**src/rtl/inputbuffer_feeder.sv**
```systemverilog
// inputbuffer_feeder
// Frames a raw row-major pixel stream into one picture for the input buffer
// write port (sop, per-row hsync, start address) and issues the sram2reg
// line-pair requests that let the buffer fill its register array.
module inputbuffer_feeder #(
   parameter int dw = 128,
   parameter int aw = 10
) (
   input  logic          SYS_CLK,
   input  logic          SYS_RST,
   input  logic          cfg_start,
   input  logic [3:0]    cfg_mode,
   input  logic          cfg_padding,
   input  logic [5:0]    cfg_pic_size,
   input  logic [aw-1:0] cfg_addr_start,
   input  logic [dw-1:0] src_data,
   input  logic          src_valid,
   output logic          src_ready,
   output logic [dw-1:0] input_buffer_write_data,
   output logic          input_buffer_write_sop,
   output logic          input_buffer_write_hsync,
   output logic [aw-1:0] input_buffer_write_addr_start,
   output logic          input_buffer_write_valid,
   input  logic          input_buffer_write_ready,
   output logic          sram2reg_valid,
   input  logic          sram2reg_ready,
   output logic          busy,
   output logic          done
);

   typedef enum logic [2:0] {
      IDLE,
      SOP,
      STREAM,
      HSYNC,
      DRAIN,
      DONE
   } state_t;

   state_t          state;
   state_t          state_nx;

   logic            fc_mode_q;
   logic            padding_q;
   logic [5:0]      pic_size_q;
   logic [aw-1:0]   addr_start_q;

   logic [5:0]      row_cnt;
   logic [5:0]      col_cnt;
   logic [5:0]      req_cnt;

   logic            sop_q;
   logic            hsync_q;
   logic            busy_q;
   logic            done_q;
   logic            req_valid_q;

   logic            beat;
   logic            row_last;
   logic            req_hs;
   logic            in_frame;
   logic            req_valid_nx;
   logic [5:0]      req_total;
   logic [5:0]      req_cnt_nx;
   logic [7:0]      req_thresh;

   // Only the full-connected bit of the mode changes how a frame is framed.
   logic            unused_cfg_mode_bits;
   assign unused_cfg_mode_bits = ^cfg_mode[2:0];

   assign beat     = (state == STREAM) & src_valid & input_buffer_write_ready;
   assign row_last = (col_cnt == (pic_size_q - 6'd1));
   assign req_hs   = req_valid_q & sram2reg_ready;
   assign in_frame = (state == SOP) | (state == STREAM) | (state == HSYNC) | (state == DRAIN);

   // Request bookkeeping: how many line-pair requests this frame needs and
   // whether the next outstanding one has enough rows written to be issued.
   // The look-ahead on req_cnt keeps valid from re-asserting after the final
   // handshake; row_cnt only ever grows, so an asserted request never retracts.
   always_comb begin
      req_total  = fc_mode_q ? 6'd1 : ((pic_size_q >> 1) + {5'd0, padding_q});
      req_cnt_nx = req_cnt + {5'd0, req_hs};
      req_thresh = {1'b0, req_cnt_nx, 1'b0} + 8'd2;
      if (req_thresh > {2'b00, pic_size_q}) begin
         req_thresh = {2'b00, pic_size_q};
      end
      req_valid_nx = in_frame & (req_cnt_nx < req_total) & ({2'b00, row_cnt} >= req_thresh);
   end

   // Frame sequencing: sop, rows of beats separated by hsync, then drain the
   // remaining line-pair requests before signalling done.
   always_comb begin
      state_nx = state;
      case (state)
         IDLE: begin
            if (cfg_start) begin
               state_nx = (cfg_pic_size >= 6'd2) ? SOP : DONE;
            end
         end
         SOP: begin
            state_nx = STREAM;
         end
         STREAM: begin
            if (beat && row_last) begin
               state_nx = HSYNC;
            end
         end
         HSYNC: begin
            state_nx = (row_cnt == pic_size_q) ? DRAIN : STREAM;
         end
         DRAIN: begin
            if (req_cnt_nx == req_total) begin
               state_nx = DONE;
            end
         end
         DONE: begin
            state_nx = IDLE;
         end
         default: begin
            state_nx = IDLE;
         end
      endcase
   end

   // State, registered outputs, latched configuration and counters. A reset
   // mid-frame simply returns everything to idle without a done pulse.
   always_ff @(posedge SYS_CLK or posedge SYS_RST) begin
      if (SYS_RST) begin
         state        <= IDLE;
         sop_q        <= 1'b0;
         hsync_q      <= 1'b0;
         busy_q       <= 1'b0;
         done_q       <= 1'b0;
         req_valid_q  <= 1'b0;
         fc_mode_q    <= 1'b0;
         padding_q    <= 1'b0;
         pic_size_q   <= 6'd0;
         addr_start_q <= '0;
         row_cnt      <= 6'd0;
         col_cnt      <= 6'd0;
         req_cnt      <= 6'd0;
      end else begin
         state       <= state_nx;
         sop_q       <= (state_nx == SOP);
         hsync_q     <= (state_nx == HSYNC);
         busy_q      <= (state_nx != IDLE);
         done_q      <= (state_nx == DONE);
         req_valid_q <= req_valid_nx;
         if (state == IDLE) begin
            if (cfg_start && (cfg_pic_size >= 6'd2)) begin
               fc_mode_q    <= cfg_mode[3];
               padding_q    <= cfg_padding;
               pic_size_q   <= cfg_pic_size;
               addr_start_q <= cfg_addr_start;
               row_cnt      <= 6'd0;
               col_cnt      <= 6'd0;
               req_cnt      <= 6'd0;
            end
         end else begin
            if (beat) begin
               if (row_last) begin
                  col_cnt <= 6'd0;
                  row_cnt <= row_cnt + 6'd1;
               end else begin
                  col_cnt <= col_cnt + 6'd1;
               end
            end
            req_cnt <= req_cnt_nx;
         end
      end
   end

   assign input_buffer_write_data       = src_data;
   assign input_buffer_write_valid      = (state == STREAM) & src_valid;
   assign src_ready                     = (state == STREAM) & input_buffer_write_ready;
   assign input_buffer_write_sop        = sop_q;
   assign input_buffer_write_hsync      = hsync_q;
   assign input_buffer_write_addr_start = addr_start_q;
   assign sram2reg_valid                = req_valid_q;
   assign busy                          = busy_q;
   assign done                          = done_q;

endmodule

```
**config.mk**
```make
export PLATFORM = sky130hd
export DESIGN_NAME = inputbuffer_feeder
export DESIGN_NICKNAME = d
export VERILOG_FILES = /design/src/rtl/inputbuffer_feeder.sv
export SDC_FILE = /design/constraint.sdc
export NUM_CORES = 1
export LEC_CHECK = 0
export CAP_MARGIN = 20
export CORE_AREA = 3 3 115 117
export CTS_CLUSTER_DIAMETER = 150
export DETAILED_ROUTE_END_ITERATION = 16
export DIE_AREA = 0 0 118 120
export PLACE_DENSITY = 0.79
export SLEW_MARGIN = 15
export SYNTH_ARGS = -nofsm -noshare
export SYNTH_HDL_FRONTEND = slang
export SYNTH_SLANG_ARGS = --single-unit
```
**constraint.sdc**
```tcl
create_clock -name SYS_CLK -period 10.2 [get_ports SYS_CLK]
set_clock_uncertainty 0.05 [all_clocks]
set_input_delay 3.06 -clock SYS_CLK [delete_from_list [all_inputs] [get_ports SYS_CLK]]
set_output_delay 3.06 -clock SYS_CLK [all_outputs]
set_load 0.005 [all_outputs]
```
==> results.md <==
- Status: finished clean
- YS warnings: 0
- Area after DPL: 0.00341 mm²
- Synth Cell Area: 0.00381 mm²
- Area occupied by multi-input gates: 0.00163 mm²
- Max VDD drop: 63.2 µV
- Slew Limit Fails: 0
- I/O Buffers: 40
- Hold-fix buffers, CTS: 0
- GR Overflow Total: 0
- DR vias/cell: 4.86
- Router iterations before antenna repair: 4
- Synthesized Nets: 622
- Routed vias: 2,539
- Tcrit/Tclk final: 0.713
- Cell count after synthesis: 441
- Fmax: 137 MHz
- Number of global-route vias before repair: 2,593
- Clock Tree Root: clkbuf_16
- Synth top area cells: dfrtp_1, buf_4, ha_1, nand2_1, o21ai_0
- Worst skew pair latency: 280 ps
- Layout fillers: 1,291
- Post-DP HPWL: 6090 µm
- Synth-to-layout area growth: -6.63%
- Main flop type after synthesis: dfrtp_1
- Total GRT Usage: 0.113
- Post-synth EDFFs: 0
- ANT cells: 0
- Count of cell types in the netlist: 49
- Yosys reg bits: 44
- HP Class: reg2reg
- Critical Path Start Type: input port
- DR iter-0 viols: 139
- Arrival @ worst endpoint: 4170 ps
- Largest fanout on the critical path: 2
- Syn_area_per_cell: 8.65 µm²
- Layout cells sized above 1: 0.0571
- # resized after CTS: 0
- Worst EP required: 7090 ps
- Core Region: 0.0125 mm²
- Post-synth top area cell: dfrtp_1
- Final Hold Fails: 0
- Largest net degree at the start of global routing: 45
- H-tree levels: 2
- Final setup fails: 0
- CTS Sinks: 44
- Clk slew on worst S/H paths: 60 ps
- Max transition margin: 0.498
- Placer Congestion: 0.845
- Max-Cap Viols: 0
- Nets: 530
- Post-CTS setup buffer count: 0
- Critical path endpoint category: primary output
- Die H: 120 µm
- Global-route wire length before repair: 13,000 µm
- Setup TNS: 0 ps
- Post-DRT Antenna Nets: 0
- Synth top area share: 0.289
- Clk buf depth: 2
- Slew @ Worst Pin: 753 ps
- Sequential share of the synthesized area: 0.289
- IO Pins: 300
- Total CTS buffers: 5
- Fin crit period: 7280 ps
- Routed WL: 8040 µm
- Starting Density: 0.306
- Total chip power: 0.351 mW
- Fin area: 0.00356 mm²
- Sequential cell area: 0.00110 mm²
- Async SR Flop Fraction: 1.00
- Chip width: 118 µm
- PwrDens: 98.4 mW/mm²
- DIE AREA: 0.0142 mm²
- TritonCTS clock tree: built
- Remaining DRCs: 0
- Number of cell rows: 41
- Unrepaired setup endpoints after global routing: false
- Initial antenna violation count: 0
- Critical path type: in2out
- Final Util: 0.286
- LEAKAGE: 1.72 nW
- Avg WL per Cell: 15.4 µm
==> final cells by class <==
type,instances,area share
multi-input cells,242,0.458
flip-flops and latches,44,0.309
repair buffers,42,0.117
well taps,172,0.0604
clock buffers,8,0.0411
inverters,14,0.0148
==> synthesized netlist by cell type, types with 2 or more instances <==
master,n
a211oi_1,3
a21o_1,4
a21oi_1,9
a21oi_2,2
a22o_1,3
and2_1,5
and3_1,8
and4_1,2
buf_2,2
buf_4,128
buf_6,2
clkbuf_1,6
clkbuf_2,2
dfrtp_1,44
ha_1,26
inv_1,14
mux2i_1,6
nand2_1,59
nand2b_1,6
nand3_1,15
nand4_1,4
nor2_1,9
nor3_1,4
o21a_1,3
o21ai_0,23
o31ai_1,7
or2_2,4
xnor2_1,13
xor2_1,8
==> sequential cells by signal, summed over array words and instances, names as in the netlist <==
signal,cells
pic_size_q,6
state,3
req_cnt,6
row_cnt,6
done,1
input_buffer_write_hsync,1
fc_mode_q,1
busy,1
input_buffer_write_addr_start,10
input_buffer_write_sop,1
padding_q,1
col_cnt,6
sram2reg_valid,1
==> cell usage in the layout (no fill, tap or decap), drive strengths merged, types with 2 or more instances in the layout <==
cell type / count
or2: 5
nand4: 4
a21o: 4
nor4: 2
o21a: 3
a211oi: 3
nand2b: 6
nor3: 5
nor2: 9
o31ai: 7
inv: 14
buf: 2
a21oi: 12
and3: 8
nand2: 60
and4: 2
o21ai: 23
xor2: 8
dfrtp: 44
clkbuf: 8
a22o: 3
clkdlybuf4s50: 40
ha: 26
mux2i: 6
xnor2: 14
and2: 5
nand3: 15
==> power by group <==
group	total, mW	internal, mW	switching (mW)
sequential	0.175	0.175	0
combinational	0.0136	0.00815	0.00541
clock	0.162	0.0978	0.0647
==> worst paths after layout <==
kind | from | to | slack, ps | depth (start not counted)
worst max-delay path | input_buffer_write_ready | src_ready | 2920 | 3
worst min register to register | input_buffer_write_addr_start[8]$_DFFE_PP0P_ | input_buffer_write_addr_start[8]$_DFFE_PP0P_ | 430 | 2
min in group asynchronous | SYS_RST | input_buffer_write_addr_start[4]$_DFFE_PP0P_ | 3170 | 3
worst max register to register | sram2reg_valid$_DFF_PP0_ | sram2reg_valid$_DFF_PP0_ | 6270 | 19
max in group asynchronous | SYS_RST | row_cnt[1]$_DFFE_PP0P_ | 6530 | 3
worst min-delay path | input_buffer_write_addr_start[8]$_DFFE_PP0P_ | input_buffer_write_addr_start[8]$_DFFE_PP0P_ | 430 | 2
==> critical path, cell delays in order <==
cell	delay, ps
clkdlybuf4s50_1	470
and3_1	140
clkdlybuf4s50_1	500
==> kinds of logic after synthesis <==
group	count (synthesis)	synth area share
XOR/XNOR	22	0.0525
AO/OA/AOI/OAI	62	0.106
AND/OR/NAND/NOR	126	0.168
buffers and inverters	155	0.284
multiplexers	6	0.0157
flip-flops	44	0.289
adder cells (fa/ha/maj)	26	0.0853
==> through the flow <==
| step | hold WS (ps) | worst slack [ps] | cells |
|---|---|---|---|
| global placement | 410 | 2920 | 514 |
| floorplan | 402 | 3880 | 441 |
| finish | 431 | 2920 | 522 |
| detailed placement | 417 | 2910 | 514 |
| CTS | 436 | 2920 | 522 |
| global route | 454 | 2870 | 522 |
==> per-layer routing <==
metal / up-vias / global-route usage / routed length [µm]
li1: 1158 / - / -
met1: 1205 / 0.128 / 3170
met2: 126 / 0.176 / 3680
met3: 50 / 0.0443 / 764
met4: 0 / 0.0784 / 425
met5: - / 0 / 0
Note: power is estimated with default switching activity, not from simulation.
